===== src/rtl/mc_control_unit.sv =====
// Multi-cycle control unit: Moore FSM sequencing a shared-ALU, shared-memory datapath
// through fetch/decode/execute/memory/writeback, with memory stalls and a multiply wait.
module mc_control_unit #(
    parameter int unsigned     OP_W       = 6,
    parameter int unsigned     ALUOP_W    = 4,
    parameter int unsigned     MUL_CYCLES = 4,
    parameter logic [OP_W-1:0] MULT_FUNCT = OP_W'(6'b011000)
) (
    input  logic               clk_i,
    input  logic               rst_i,
    input  logic [OP_W-1:0]    instr_op_i,
    input  logic [OP_W-1:0]    funct_i,
    input  logic               mem_ready_i,
    output logic               PCWrite_o,
    output logic               PCWriteCond_o,
    output logic               IorD_o,
    output logic               MemRead_o,
    output logic               MemWrite_o,
    output logic               IRWrite_o,
    output logic               MemtoReg_o,
    output logic               RegDst_o,
    output logic               RegWrite_o,
    output logic               ALUSrcA_o,
    output logic [1:0]         ALUSrcB_o,
    output logic               ZeroExt_o,
    output logic [ALUOP_W-1:0] ALU_op_o,
    output logic [1:0]         PCSource_o,
    output logic [1:0]         branchType_o,
    output logic               illegal_o,
    output logic               busy_mul_o
);

    localparam int unsigned CNT_W = 4;
    localparam logic [CNT_W-1:0] MUL_LOAD = CNT_W'(MUL_CYCLES - 1);

    localparam logic [OP_W-1:0] OP_RTYPE = OP_W'(6'b000000);
    localparam logic [OP_W-1:0] OP_ADDI  = OP_W'(6'b001000);
    localparam logic [OP_W-1:0] OP_ORI   = OP_W'(6'b001101);
    localparam logic [OP_W-1:0] OP_LUI   = OP_W'(6'b001111);
    localparam logic [OP_W-1:0] OP_LW    = OP_W'(6'b100011);
    localparam logic [OP_W-1:0] OP_SW    = OP_W'(6'b101011);
    localparam logic [OP_W-1:0] OP_BEQ   = OP_W'(6'b000100);
    localparam logic [OP_W-1:0] OP_BGEZ  = OP_W'(6'b000001);
    localparam logic [OP_W-1:0] OP_BNEZ  = OP_W'(6'b000101);
    localparam logic [OP_W-1:0] OP_BGT   = OP_W'(6'b000111);
    localparam logic [OP_W-1:0] OP_J     = OP_W'(6'b000010);

    localparam logic [ALUOP_W-1:0] ALU_ADD  = ALUOP_W'(4'b0000);
    localparam logic [ALUOP_W-1:0] ALU_BEQ  = ALUOP_W'(4'b0001);
    localparam logic [ALUOP_W-1:0] ALU_R    = ALUOP_W'(4'b0010);
    localparam logic [ALUOP_W-1:0] ALU_ADDI = ALUOP_W'(4'b0100);
    localparam logic [ALUOP_W-1:0] ALU_ORI  = ALUOP_W'(4'b0101);
    localparam logic [ALUOP_W-1:0] ALU_LUI  = ALUOP_W'(4'b1000);
    localparam logic [ALUOP_W-1:0] ALU_BGEZ = ALUOP_W'(4'b1001);
    localparam logic [ALUOP_W-1:0] ALU_BNEZ = ALUOP_W'(4'b1010);
    localparam logic [ALUOP_W-1:0] ALU_BGT  = ALUOP_W'(4'b1011);

    typedef enum logic [3:0] {
        S_IDLE   = 4'd0,
        S_FETCH  = 4'd1,
        S_DECODE = 4'd2,
        S_EXEC   = 4'd3,
        S_MULW   = 4'd4,
        S_RWB    = 4'd5,
        S_IEXEC  = 4'd6,
        S_IWB    = 4'd7,
        S_MEMADR = 4'd8,
        S_MEMRD  = 4'd9,
        S_MEMWB  = 4'd10,
        S_MEMWR  = 4'd11,
        S_BRANCH = 4'd12,
        S_JUMP   = 4'd13
    } state_t;

    state_t            state_q, state_d;
    logic [CNT_W-1:0]  mul_cnt_q, mul_cnt_d;
    logic [OP_W-1:0]   op_q, op_d;

    // State, multiply counter and the opcode captured in DECODE
    always_ff @(posedge clk_i or negedge rst_i) begin
        if (!rst_i) begin
            state_q   <= S_IDLE;
            mul_cnt_q <= '0;
            op_q      <= '0;
        end else begin
            state_q   <= state_d;
            mul_cnt_q <= mul_cnt_d;
            op_q      <= op_d;
        end
    end

    always_comb begin
        state_d       = state_q;
        mul_cnt_d     = mul_cnt_q;
        op_d          = op_q;
        PCWrite_o     = 1'b0;
        PCWriteCond_o = 1'b0;
        IorD_o        = 1'b0;
        MemRead_o     = 1'b0;
        MemWrite_o    = 1'b0;
        IRWrite_o     = 1'b0;
        MemtoReg_o    = 1'b0;
        RegDst_o      = 1'b0;
        RegWrite_o    = 1'b0;
        ALUSrcA_o     = 1'b0;
        ALUSrcB_o     = 2'b00;
        ZeroExt_o     = 1'b0;
        ALU_op_o      = ALU_ADD;
        PCSource_o    = 2'b00;
        branchType_o  = 2'b00;
        illegal_o     = 1'b0;
        busy_mul_o    = 1'b0;

        case (state_q)
            S_IDLE: state_d = S_FETCH;
            S_FETCH: begin
                MemRead_o = 1'b1;
                ALUSrcB_o = 2'b01;
                if (mem_ready_i) begin
                    IRWrite_o = 1'b1;
                    PCWrite_o = 1'b1;
                    state_d   = S_DECODE;
                end
            end
            S_DECODE: begin
                ALUSrcB_o = 2'b11;
                op_d      = instr_op_i;
                case (instr_op_i)
                    OP_RTYPE:                    state_d = S_EXEC;
                    OP_ADDI, OP_ORI, OP_LUI:     state_d = S_IEXEC;
                    OP_LW, OP_SW:                state_d = S_MEMADR;
                    OP_BEQ, OP_BGEZ, OP_BNEZ,
                    OP_BGT:                      state_d = S_BRANCH;
                    OP_J:                        state_d = S_JUMP;
                    default: begin
                        illegal_o = 1'b1;
                        state_d   = S_FETCH;
                    end
                endcase
            end
            S_EXEC: begin
                ALUSrcA_o = 1'b1;
                ALU_op_o  = ALU_R;
                // A single-cycle multiplier completes here, so MULW is skipped
                if (funct_i == MULT_FUNCT && MUL_LOAD != '0) begin
                    mul_cnt_d = MUL_LOAD;
                    state_d   = S_MULW;
                end else begin
                    state_d = S_RWB;
                end
            end
            S_MULW: begin
                busy_mul_o = 1'b1;
                ALUSrcA_o  = 1'b1;
                ALU_op_o   = ALU_R;
                mul_cnt_d  = mul_cnt_q - CNT_W'(1);
                if (mul_cnt_q <= CNT_W'(1)) begin
                    mul_cnt_d = '0;
                    state_d   = S_RWB;
                end
            end
            S_RWB: begin
                RegDst_o   = 1'b1;
                RegWrite_o = 1'b1;
                state_d    = S_FETCH;
            end
            S_IEXEC: begin
                ALUSrcA_o = 1'b1;
                ALUSrcB_o = 2'b10;
                case (op_q)
                    OP_ORI: begin
                        ZeroExt_o = 1'b1;
                        ALU_op_o  = ALU_ORI;
                    end
                    OP_LUI: begin
                        ZeroExt_o = 1'b1;
                        ALU_op_o  = ALU_LUI;
                    end
                    default: ALU_op_o = ALU_ADDI;
                endcase
                state_d = S_IWB;
            end
            S_IWB: begin
                RegWrite_o = 1'b1;
                state_d    = S_FETCH;
            end
            S_MEMADR: begin
                ALUSrcA_o = 1'b1;
                ALUSrcB_o = 2'b10;
                state_d   = (op_q == OP_LW) ? S_MEMRD : S_MEMWR;
            end
            S_MEMRD: begin
                MemRead_o = 1'b1;
                IorD_o    = 1'b1;
                if (mem_ready_i) state_d = S_MEMWB;
            end
            S_MEMWB: begin
                RegWrite_o = 1'b1;
                MemtoReg_o = 1'b1;
                state_d    = S_FETCH;
            end
            S_MEMWR: begin
                MemWrite_o = 1'b1;
                IorD_o     = 1'b1;
                if (mem_ready_i) state_d = S_FETCH;
            end
            S_BRANCH: begin
                ALUSrcA_o     = 1'b1;
                PCWriteCond_o = 1'b1;
                PCSource_o    = 2'b01;
                case (op_q)
                    OP_BGEZ: begin
                        ALU_op_o     = ALU_BGEZ;
                        branchType_o = 2'd1;
                    end
                    OP_BNEZ: begin
                        ALU_op_o     = ALU_BNEZ;
                        branchType_o = 2'd2;
                    end
                    OP_BGT: begin
                        ALU_op_o     = ALU_BGT;
                        branchType_o = 2'd3;
                    end
                    default: ALU_op_o = ALU_BEQ;
                endcase
                state_d = S_FETCH;
            end
            S_JUMP: begin
                PCWrite_o  = 1'b1;
                PCSource_o = 2'b10;
                state_d    = S_FETCH;
            end
            default: state_d = S_IDLE;
        endcase
    end

endmodule


===== config.mk =====
export PLATFORM = sky130hd
export DESIGN_NAME = mc_control_unit
export DESIGN_NICKNAME = d
export VERILOG_FILES = /design/src/rtl/mc_control_unit.sv
export SDC_FILE = /design/constraint.sdc
export NUM_CORES = 1
export LEC_CHECK = 0
export BUFFER_PORTS_ARGS = -buffer_cell sky130_fd_sc_hd__buf_4
export CAP_MARGIN = 15
export CORE_MARGIN = 4
export CORE_UTILIZATION = 52
export CTS_CLUSTER_DIAMETER = 150
export CTS_CLUSTER_SIZE = 10
export DETAILED_ROUTE_END_ITERATION = 12
export PLACE_DENSITY = 0.92
export SLEW_MARGIN = 20
export SYNTH_ARGS = -nofsm -noshare
export SYNTH_HDL_FRONTEND = slang
export SYNTH_SLANG_ARGS = --single-unit

===== constraint.sdc =====
create_clock -name clk_i -period 2.8 [get_ports clk_i]
set_clock_uncertainty 0.05 [all_clocks]
set_input_delay 0 -clock clk_i [delete_from_list [all_inputs] [get_ports clk_i]]
set_output_delay 0 -clock clk_i [all_outputs]
set_load 0.01 [all_outputs]

==> results.json, run 1 <==
{
  "avgViaCountPerCell": 5.75,
  "vias": 1218,
  "dieArea_mm2": 0.00301,
  "antenna_found_initial": 0,
  "maxCapViolations": 0,
  "tightest_slew_ns": 0.561,
  "synth_edf_count": 0,
  "initial_utilization_pct": 56.4,
  "cp-end-kind": "output port",
  "antenna_cells": 0,
  "ios": 38,
  "clock_path_buffers": 2,
  "vdd_drop_max_uv": 650,
  "place.gp.congestion": 0.921,
  "synthArstFlopShare_pct": 100,
  "relSlewSlack_pct": 62.6,
  "finalMaxSlewViolations": 0,
  "grt_max_degree": 21,
  "fin_crit_sh_pct": 81.6,
  "wl_per_cell_um": 14.2,
  "drt-total-wl_um": 3010,
  "synth_seq_cells": 14,
  "grt_pass1_vias": 1088,
  "drt_pre_antenna_iters": 6,
  "fin_setup_tns_ns": 0,
  "die_w_um": 54.8,
  "cp_data_required_time_ns": 2.75,
  "cp.arrival_ns": 2.24,
  "h-tree-depth": 1,
  "io_buffer_count": 37,
  "clock_sinks": 14,
  "grt_first_pass_wirelength_um": 4790,
  "syn_inst": 145,
  "p_per_area_mw_per_mm2": 803,
  "clk-insertion-delay-late_ns": 0.28,
  "drt_iter0_drc": 37,
  "yosys.cell_types.count": 39,
  "whs_ns": 0.0383,
  "syn_area_mm2": 0.00114,
  "avgSynthCellArea_um2": 7.87,
  "yosys_warnings": 0,
  "synthFlopType": "dfrtp_1",
  "synthTopCellsByArea": "dfrtp_1 31%, nor2_1 5.6%, mux2_2 4.9%",
  "cp_max_fo": 20,
  "layout.nets": 203,
  "r2r_slack_ns": 0.85,
  "cts_buffers": 3,
  "dieHeight_um": 54.8,
  "synth_top_cells_by_count": "17 x nor2_1, 14 x dfrtp_1, 10 x o21ai_0",
  "overflow": 0,
  "p_leak_nw": 0.658,
  "start_kind": "flip-flop",
  "clk_pin_slew_ns": 0.09,
  "yosysSeqAreaShare_pct": 30.7,
  "postCtsSetupBuffers": 0,
  "synth_fp_nets": 162,
  "drc": 0,
  "hold_path.class": "in -> async",
  "core_mm2": 0.00202,
  "max_freq_ghz": 0.437,
  "antenna_left": 0,
  "cts-root-buf": "clkbuf_4",
  "cts_resized": 0,
  "cts_hold_buf": 7,
  "status": "finished clean",
  "cts_tree": "yes",
  "setup_viol": 0,
  "grt_use_total_pct": 21.6,
  "layout-drive-gt1-share_pct": 27.6,
  "yosysTopAreaCellShare_pct": 30.7,
  "criticalPathCategory": "reg -> out",
  "yosys.area.top_type": "dfrtp_1",
  "dp_hpwl_um": 2260,
  "std_cell_rows": 16,
  "finalHoldViolations": 0,
  "rsz0062_at_grt": "false",
  "num-fill-cells": 160,
  "period_needed_ns": 2.29,
  "synth_most_common_cell": "nor2_1",
  "area_delta_synth_final_pct": 32.8
}
registers in the layout, indices dropped and copies added, names as in the netlist:
name and cells:
mul_cnt_q 4, op_q 6, state_q 4
cells by family (layout without fill, tap and decap cells):
logic type	Yosys count	after routing	synth area share, %
simple gates	69	69	32.6
compound gates	37	37	21.2
buf+inv	15	55	6.14
flops	14	14	30.7
mux	5	5	4.93
xor+xnor	3	3	2.30
fa+ha+maj	2	2	2.19
stage by stage:
step	utilization [%]	setup WS, ns	instance area (µm²)	power, mW	std cells
after floorplan	-	1.17	1140	0.850	145
after global placement	69.7	0.905	1410	1.03	201
after detailed placement	69.7	0.842	1410	1.06	201
after CTS	74.9	0.533	1520	1.21	212
after global routing	74.9	0.251	1520	1.32	212
final	74.9	0.514	1520	1.22	212
worst max-delay path: stages (launching register included):
cell     delay (ns)
dfrtp_1        0.71
nand2_1        0.24
nor3_1         0.35
nand2_1        0.18
nor4_1         0.30
buf_4          0.17
cell type report:
cell class | count | area, µm² | share of cell area, %
Inverter | 7 | 26.3 | 1.73
Clock buffer | 4 | 36.3 | 2.39
Tap cell | 27 | 33.8 | 2.23
Multi-Input combinational cell | 116 | 721 | 47.6
Sequential cell | 14 | 350 | 23.1
Timing Repair Buffer | 44 | 348 | 23.0
power by group:
group	switching (mW)	internal, mW	total (mW)	leakage (nW)
sequential	0.153	0.294	0.447	0.171
clock	0.0678	0.0792	0.147	0.0210
combinational	0.315	0.308	0.623	0.466
total	0.536	0.681	1.22	0.658
placed cells by master, fill, tap and decap left out, types with 2 or more instances in the layout:
cell type       n
a21oi_1         8
a31oi_1         2
and2_1          2
buf_4          37
clkbuf_4        3
dfrtp_1        14
dlygate4sd3_1   7
ha_1            2
inv_1           7
mux2_2          5
nand2_1         9
nand2b_1        5
nand3_1         5
nand4_1         2
nor2_1         17
nor2b_1         4
nor3_1          8
nor3_2          3
nor4_1          3
o21a_1          4
o21ai_0        10
o22ai_1         2
o32a_1          3
or3_1           6
xor2_1          2
final timing paths:
kind                              start               to  cells after the start
max                          state_q[3]  branchType_o[0]                      5
min                               rst_i          op_q[0]                      2
max reg2reg                  state_q[0]          op_q[4]                      3
min reg2reg                mul_cnt_q[1]     mul_cnt_q[1]                      1
max in group asynchronous         rst_i     mul_cnt_q[2]                      2
min in group clk_i          mem_ready_i       state_q[3]                      4
routing by layer:
metal / GRT usage [%] / share of wire, % / vias up
met5: 0 / 0 / -
met4: 5.81 / 1.1 / 0
met3: 1.91 / 6.5 / 5
met2: 39.6 / 50 / 46
met1: 26.6 / 42 / 562
li1: - / - / 605
(Power assumes the default switching activity.)
==> run 2, diff against run 1 <==
Settings changed: CORE_UTILIZATION 52 to 50, PLACE_DENSITY 0.92 to 0.89.
Clock period 2.8 ns to 2.4 ns, I/O delays scaled along.
==> run 2 against run 1 <==
Net effect: non-clock buffer count is 2 higher; sequential power grew 9.8%; power grew 19%; die area up 3.4%; design area rose by 1.1%; worst setup slack worse by 0.23 ns; hold slack worse by 0.0050 ns; combinational power grew 26%; critical path type unchanged.
==> results.json, run 2 (synthesis results as in run 1) <==
{
  "status": "finished clean",
  "top_regs": "op_q (6), mul_cnt_q (4), state_q (4)",
  "final_common_cell": "buf_4",
  "clock_sinks": 14,
  "grt_use_total_pct": 20.6,
  "cp_max_fo": 10,
  "avgViaCountPerCell": 5.64,
  "std_cell_rows": 17,
  "clock_path_buffers": 2,
  "placed_area_mm2": 0.00143,
  "dp_hpwl_um": 2420,
  "relSlewSlack_pct": 64.0,
  "area_delta_synth_final_pct": 34.2,
  "r2r_slack_ns": 0.58,
  "cts_buffers": 3,
  "fin_setup_tns_ns": 0,
  "cts_resized": 0,
  "setup_viol": 0,
  "p_per_area_mw_per_mm2": 943,
  "start_kind": "flip-flop",
  "p_sw_share_pct": 44.0,
  "crit_start": "state_q[2]",
  "die_w_um": 55.8,
  "grt_max_degree": 15,
  "design_area_mm2": 0.00153,
  "finalMaxSlewViolations": 0,
  "cts-root-buf": "clkbuf_4",
  "p_seq_share_pct": 34.0,
  "wl_per_cell_um": 14.3,
  "antenna_found_initial": 0,
  "fin_crit_sh_pct": 88.3,
  "io_buffer_count": 37,
  "grt_first_pass_wirelength_um": 5210,
  "cp_slowest_cell": "dfrtp_1",
  "rsz0062_at_grt": "false",
  "period_needed_ns": 2.12,
  "cp-end-kind": "output port",
  "num-fill-cells": 189,
  "finalHoldViolations": 0,
  "p_leak_nw": 0.668,
  "cp_data_required_time_ns": 2.35,
  "maxCapViolations": 0,
  "clk_pin_slew_ns": 0.08,
  "power.internal_mw": 0.809,
  "pwr-share-comb_pct": 54.2,
  "antenna_cells": 0,
  "layout.nets": 205,
  "final_cell_mix": "39 x buf_4, 17 x nor2_1, 14 x dfrtp_1, 10 x o21ai_0, 9 x nand2_1",
  "cp.arrival_ns": 2.07,
  "max_stage_delay_ns": 0.54,
  "drt_pre_antenna_iters": 4,
  "drt_iter0_drc": 27,
  "core_mm2": 0.00219,
  "dieArea_mm2": 0.00311,
  "grt_pass1_vias": 1213,
  "layout-drive-gt1-share_pct": 28.3,
  "dieHeight_um": 55.8,
  "criticalPathCategory": "reg -> out",
  "vias": 1212,
  "overflow": 0,
  "switching_power_mw": 0.635,
  "largest_register": "op_q",
  "initial_utilization_pct": 52.1,
  "max_freq_ghz": 0.472,
  "h-tree-depth": 1,
  "wl_met2_um": 1650,
  "multiInputGateArea_um2": 721,
  "tightest_slew_ns": 0.536,
  "antenna_left": 0,
  "path_cells": "nand2_1, nor3_1, nand2_1, nor4_1, buf_4",
  "wl_met1_um": 1210,
  "drc": 0,
  "path_common_cell": "nand2_1",
  "cts_tree": "yes",
  "place.gp.congestion": 0.844,
  "largest_reg_flops": 6,
  "drt-total-wl_um": 3070,
  "r2r_start": "state_q[1]",
  "clk-insertion-delay-late_ns": 0.29,
  "hold_path.class": "in -> async",
  "dr_wl_met3_um": 177,
  "top_layer_used": "met4",
  "seq_area_um2": 350,
  "clkPwrFrac_pct": 11.8,
  "ios": 38,
  "vdd_drop_max_uv": 630
}
==> run 2: repair_timing <==
item,CTS,global route
setup endpoints to repair,0,0
hold buffers,7,0
setup buffers,0,0
hold endpoints to repair,21,0
==> run 2: routing by layer <==
| layer | vias to the layer above | global-route usage, % |
|---|---|---|
| met1 | 557 | 23.7 |
| li1 | 608 | - |
| met4 | 0 | 6.25 |
| met3 | 4 | 5.10 |
| met2 | 43 | 37.3 |
| met5 | - | 0 |
==> run 2: final timing paths <==
path                                   endpoint  depth (start not counted)
worst max-delay path            branchType_o[0]                          5
worst min-delay path               mul_cnt_q[3]                          2
worst max register to register          op_q[4]                          3
worst min register to register          op_q[4]                          1
max in group asynchronous            state_q[3]                          2
min in group clk_i                   state_q[3]                          4
==> run 2: stage by stage <==
stage / setup WS, ns / cells / util, % / power, mW / hold slack [ns]
finish: 0.281 / 215 / 69.9 / 1.44 / 0.0333
global placement: 0.614 / 204 / 65.0 / 1.22 / -0.200
CTS: 0.253 / 215 / 69.9 / 1.45 / 0.0257
floorplan: 0.770 / 145 / - / 0.992 / -0.346
detailed placement: 0.602 / 204 / 65.0 / 1.26 / -0.198
global route: 0.0645 / 215 / 69.9 / 1.58 / 0.0493
==> run 2: cell type report <==
cell class / instances / area share (%)
multi-input combinational: 116 / 47.1
timing repair buffer: 46 / 23.7
clock buffer: 4 / 2.37
inverter: 7 / 1.72
sequential: 14 / 22.9
tap: 28 / 2.29
==> run 2: power by group through the flow <==
stage	Clock [mW]	Sequential (mW)	Combinational, mW
global placement	0	0.482	0.738
CTS	0.177	0.489	0.783
finish	0.170	0.491	0.782
global route	0.189	0.516	0.876
floorplan	0	0.424	0.568
detailed placement	0	0.493	0.771
==> run 2: worst max-delay path, delay by kind of cell, from the launching register on <==
kind | cells | cell delay (ns)
buffers and inverters | 1 | 0.18
and+or+nand+nor | 4 | 1.07
DFF | 1 | 0.54
==> run 3, diff against run 2 <==
Settings changed: CORE_UTILIZATION 50 to 45, PLACE_DENSITY 0.89 to 0.85.
Clock period 2.4 ns to 1.9 ns, I/O delays scaled along.
==> run 3 against run 2 <==
Net effect: non-clock buffer count is 10 higher; clock power is 31% higher; critical path depth stayed put; critical endpoint is now ALU_op_o[0].
==> results.json, run 3 (synthesis results as in run 1) <==
{
  "maxCapViolations": 0,
  "drc": 0,
  "clk_pin_slew_ns": 0.09,
  "tightest_slew_ns": 0.390,
  "final_cell_mix": "49 x buf_4, 17 x nor2_1, 10 x o21ai_0, 10 x dfrtp_1, 9 x nand2_1",
  "num-fill-cells": 193,
  "cts_buffers": 3,
  "hold_path.class": "in -> async",
  "final_common_cell": "buf_4",
  "design_area_mm2": 0.00162,
  "finalMaxSlewViolations": 0,
  "placed_area_mm2": 0.00149,
  "wl_per_cell_um": 14.5,
  "clock_path_buffers": 2,
  "vdd_drop_max_uv": 939,
  "p_per_area_mw_per_mm2": 1180,
  "antenna_found_initial": 0,
  "grtUsageMet1_pct": 22.1,
  "gr-usage-met3_pct": 6.58,
  "dp_hpwl_um": 2470,
  "clock_sinks": 14,
  "start_kind": "flip-flop",
  "initial_utilization_pct": 49.2,
  "grt_pass1_vias": 1276,
  "max_freq_ghz": 0.545,
  "grt-busiest-layer": "met2",
  "cp_data_required_time_ns": 1.85,
  "std_cell_rows": 17,
  "grt_use_total_pct": 20.4,
  "antenna_left": 0,
  "grt_first_pass_wirelength_um": 5400,
  "cp_max_fo": 7,
  "relSlewSlack_pct": 73.8,
  "top_regs": "op_q (6), mul_cnt_q (4), state_q (4)",
  "drt-total-wl_um": 3260,
  "die_w_um": 58.4,
  "dieHeight_um": 58.4,
  "area_delta_synth_final_pct": 42.1,
  "reg2reg_depth": 4,
  "clk-insertion-delay-late_ns": 0.29,
  "dieArea_mm2": 0.00341,
  "finalHoldViolations": 0,
  "r2r_end": "mul_cnt_q[2]",
  "antenna_cells": 0,
  "vias": 1304,
  "ios": 38,
  "io_buffer_count": 37,
  "layout.nets": 215,
  "r2r_slack_ns": 0.23,
  "cp.arrival_ns": 1.79,
  "grt_max_degree": 15,
  "met2_usage_pct": 35.9,
  "drt_iter0_drc": 37,
  "p_leak_nw": 0.716,
  "cts_tree": "yes",
  "status": "finished clean",
  "r2r_start": "state_q[0]",
  "dp_cells": 212,
  "core_mm2": 0.00232,
  "fin_crit_sh_pct": 96.6,
  "largest_register": "op_q",
  "fin_cells": 225,
  "h-tree-depth": 1,
  "period_needed_ns": 1.84,
  "largest_reg_flops": 6,
  "avgViaCountPerCell": 5.80,
  "cp-end-kind": "output port",
  "setup_viol": 0,
  "layout-drive-gt1-share_pct": 35.0,
  "place.gp.congestion": 0.834,
  "criticalPathCategory": "reg -> out",
  "drt_pre_antenna_iters": 4,
  "cts-root-buf": "clkbuf_4",
  "whs_ns": 0.0337,
  "overflow": 0
}
run 3: metal layers:
layer	vias up	wire length, µm
li1	632	-
met1	605	1290
met2	55	1610
met3	12	251
met4	0	108
met5	-	0
run 3: cell type report:
| type | instances | area [µm²] | share of cell area, % |
|---|---|---|---|
| multi-input cells | 116 | 731 | 45.1 |
| repair buffers | 56 | 438 | 27.0 |
| flip-flops and latches | 14 | 355 | 21.9 |
| clock buffers | 4 | 36.3 | 2.24 |
| well taps | 28 | 35.0 | 2.16 |
| inverters | 7 | 26.3 | 1.62 |
run 3: critical path, stage by stage, from the launching register on:
cell,delay (ns)
dfrtp_2,0.47
nand2b_1,0.21
or2_2,0.34
nor3_2,0.16
o32a_1,0.18
buf_4,0.13
run 3: what timing repair did:
item / CTS / global route
hold endpoints to repair: 21 / 0
resized for setup: 3 / 3
setup buffers: 2 / 0
hold buffers: 7 / 0
endpoints found under the setup margin: 2 / 2
run 3: worst max path at each step:
stage                    start         endpoint  slack [ns]  cells after the start
global route        state_q[0]      ALU_op_o[0]       -0.02                      5
CTS                 state_q[0]      ALU_op_o[0]        0.02                      5
global placement    state_q[0]     mul_cnt_q[2]        0.35                      4
finish              state_q[0]      ALU_op_o[0]        0.06                      5
floorplan           state_q[3]  branchType_o[0]        0.27                      5
detailed placement  state_q[0]     mul_cnt_q[2]        0.25                      4
run 3: stage by stage:
stage                     setup TNS [ns]  setup slack (ns)  util (%)  power (mW)
final                                  0            0.0643      69.9        1.91
after global routing             -0.0151           -0.0151      69.9        2.06
after CTS                              0            0.0240      69.6        1.89
after detailed placement               0             0.252      64.1        1.65
after global placement                 0             0.348      64.1        1.61
after floorplan                        0             0.270         -        1.25
run 3: power breakdown:
group,internal (mW),leakage (nW),switching [mW]
Sequential,0.440,0.166,0.180
Combinational,0.520,0.529,0.545
Clock,0.117,0.0210,0.106
Total,1.08,0.716,0.832
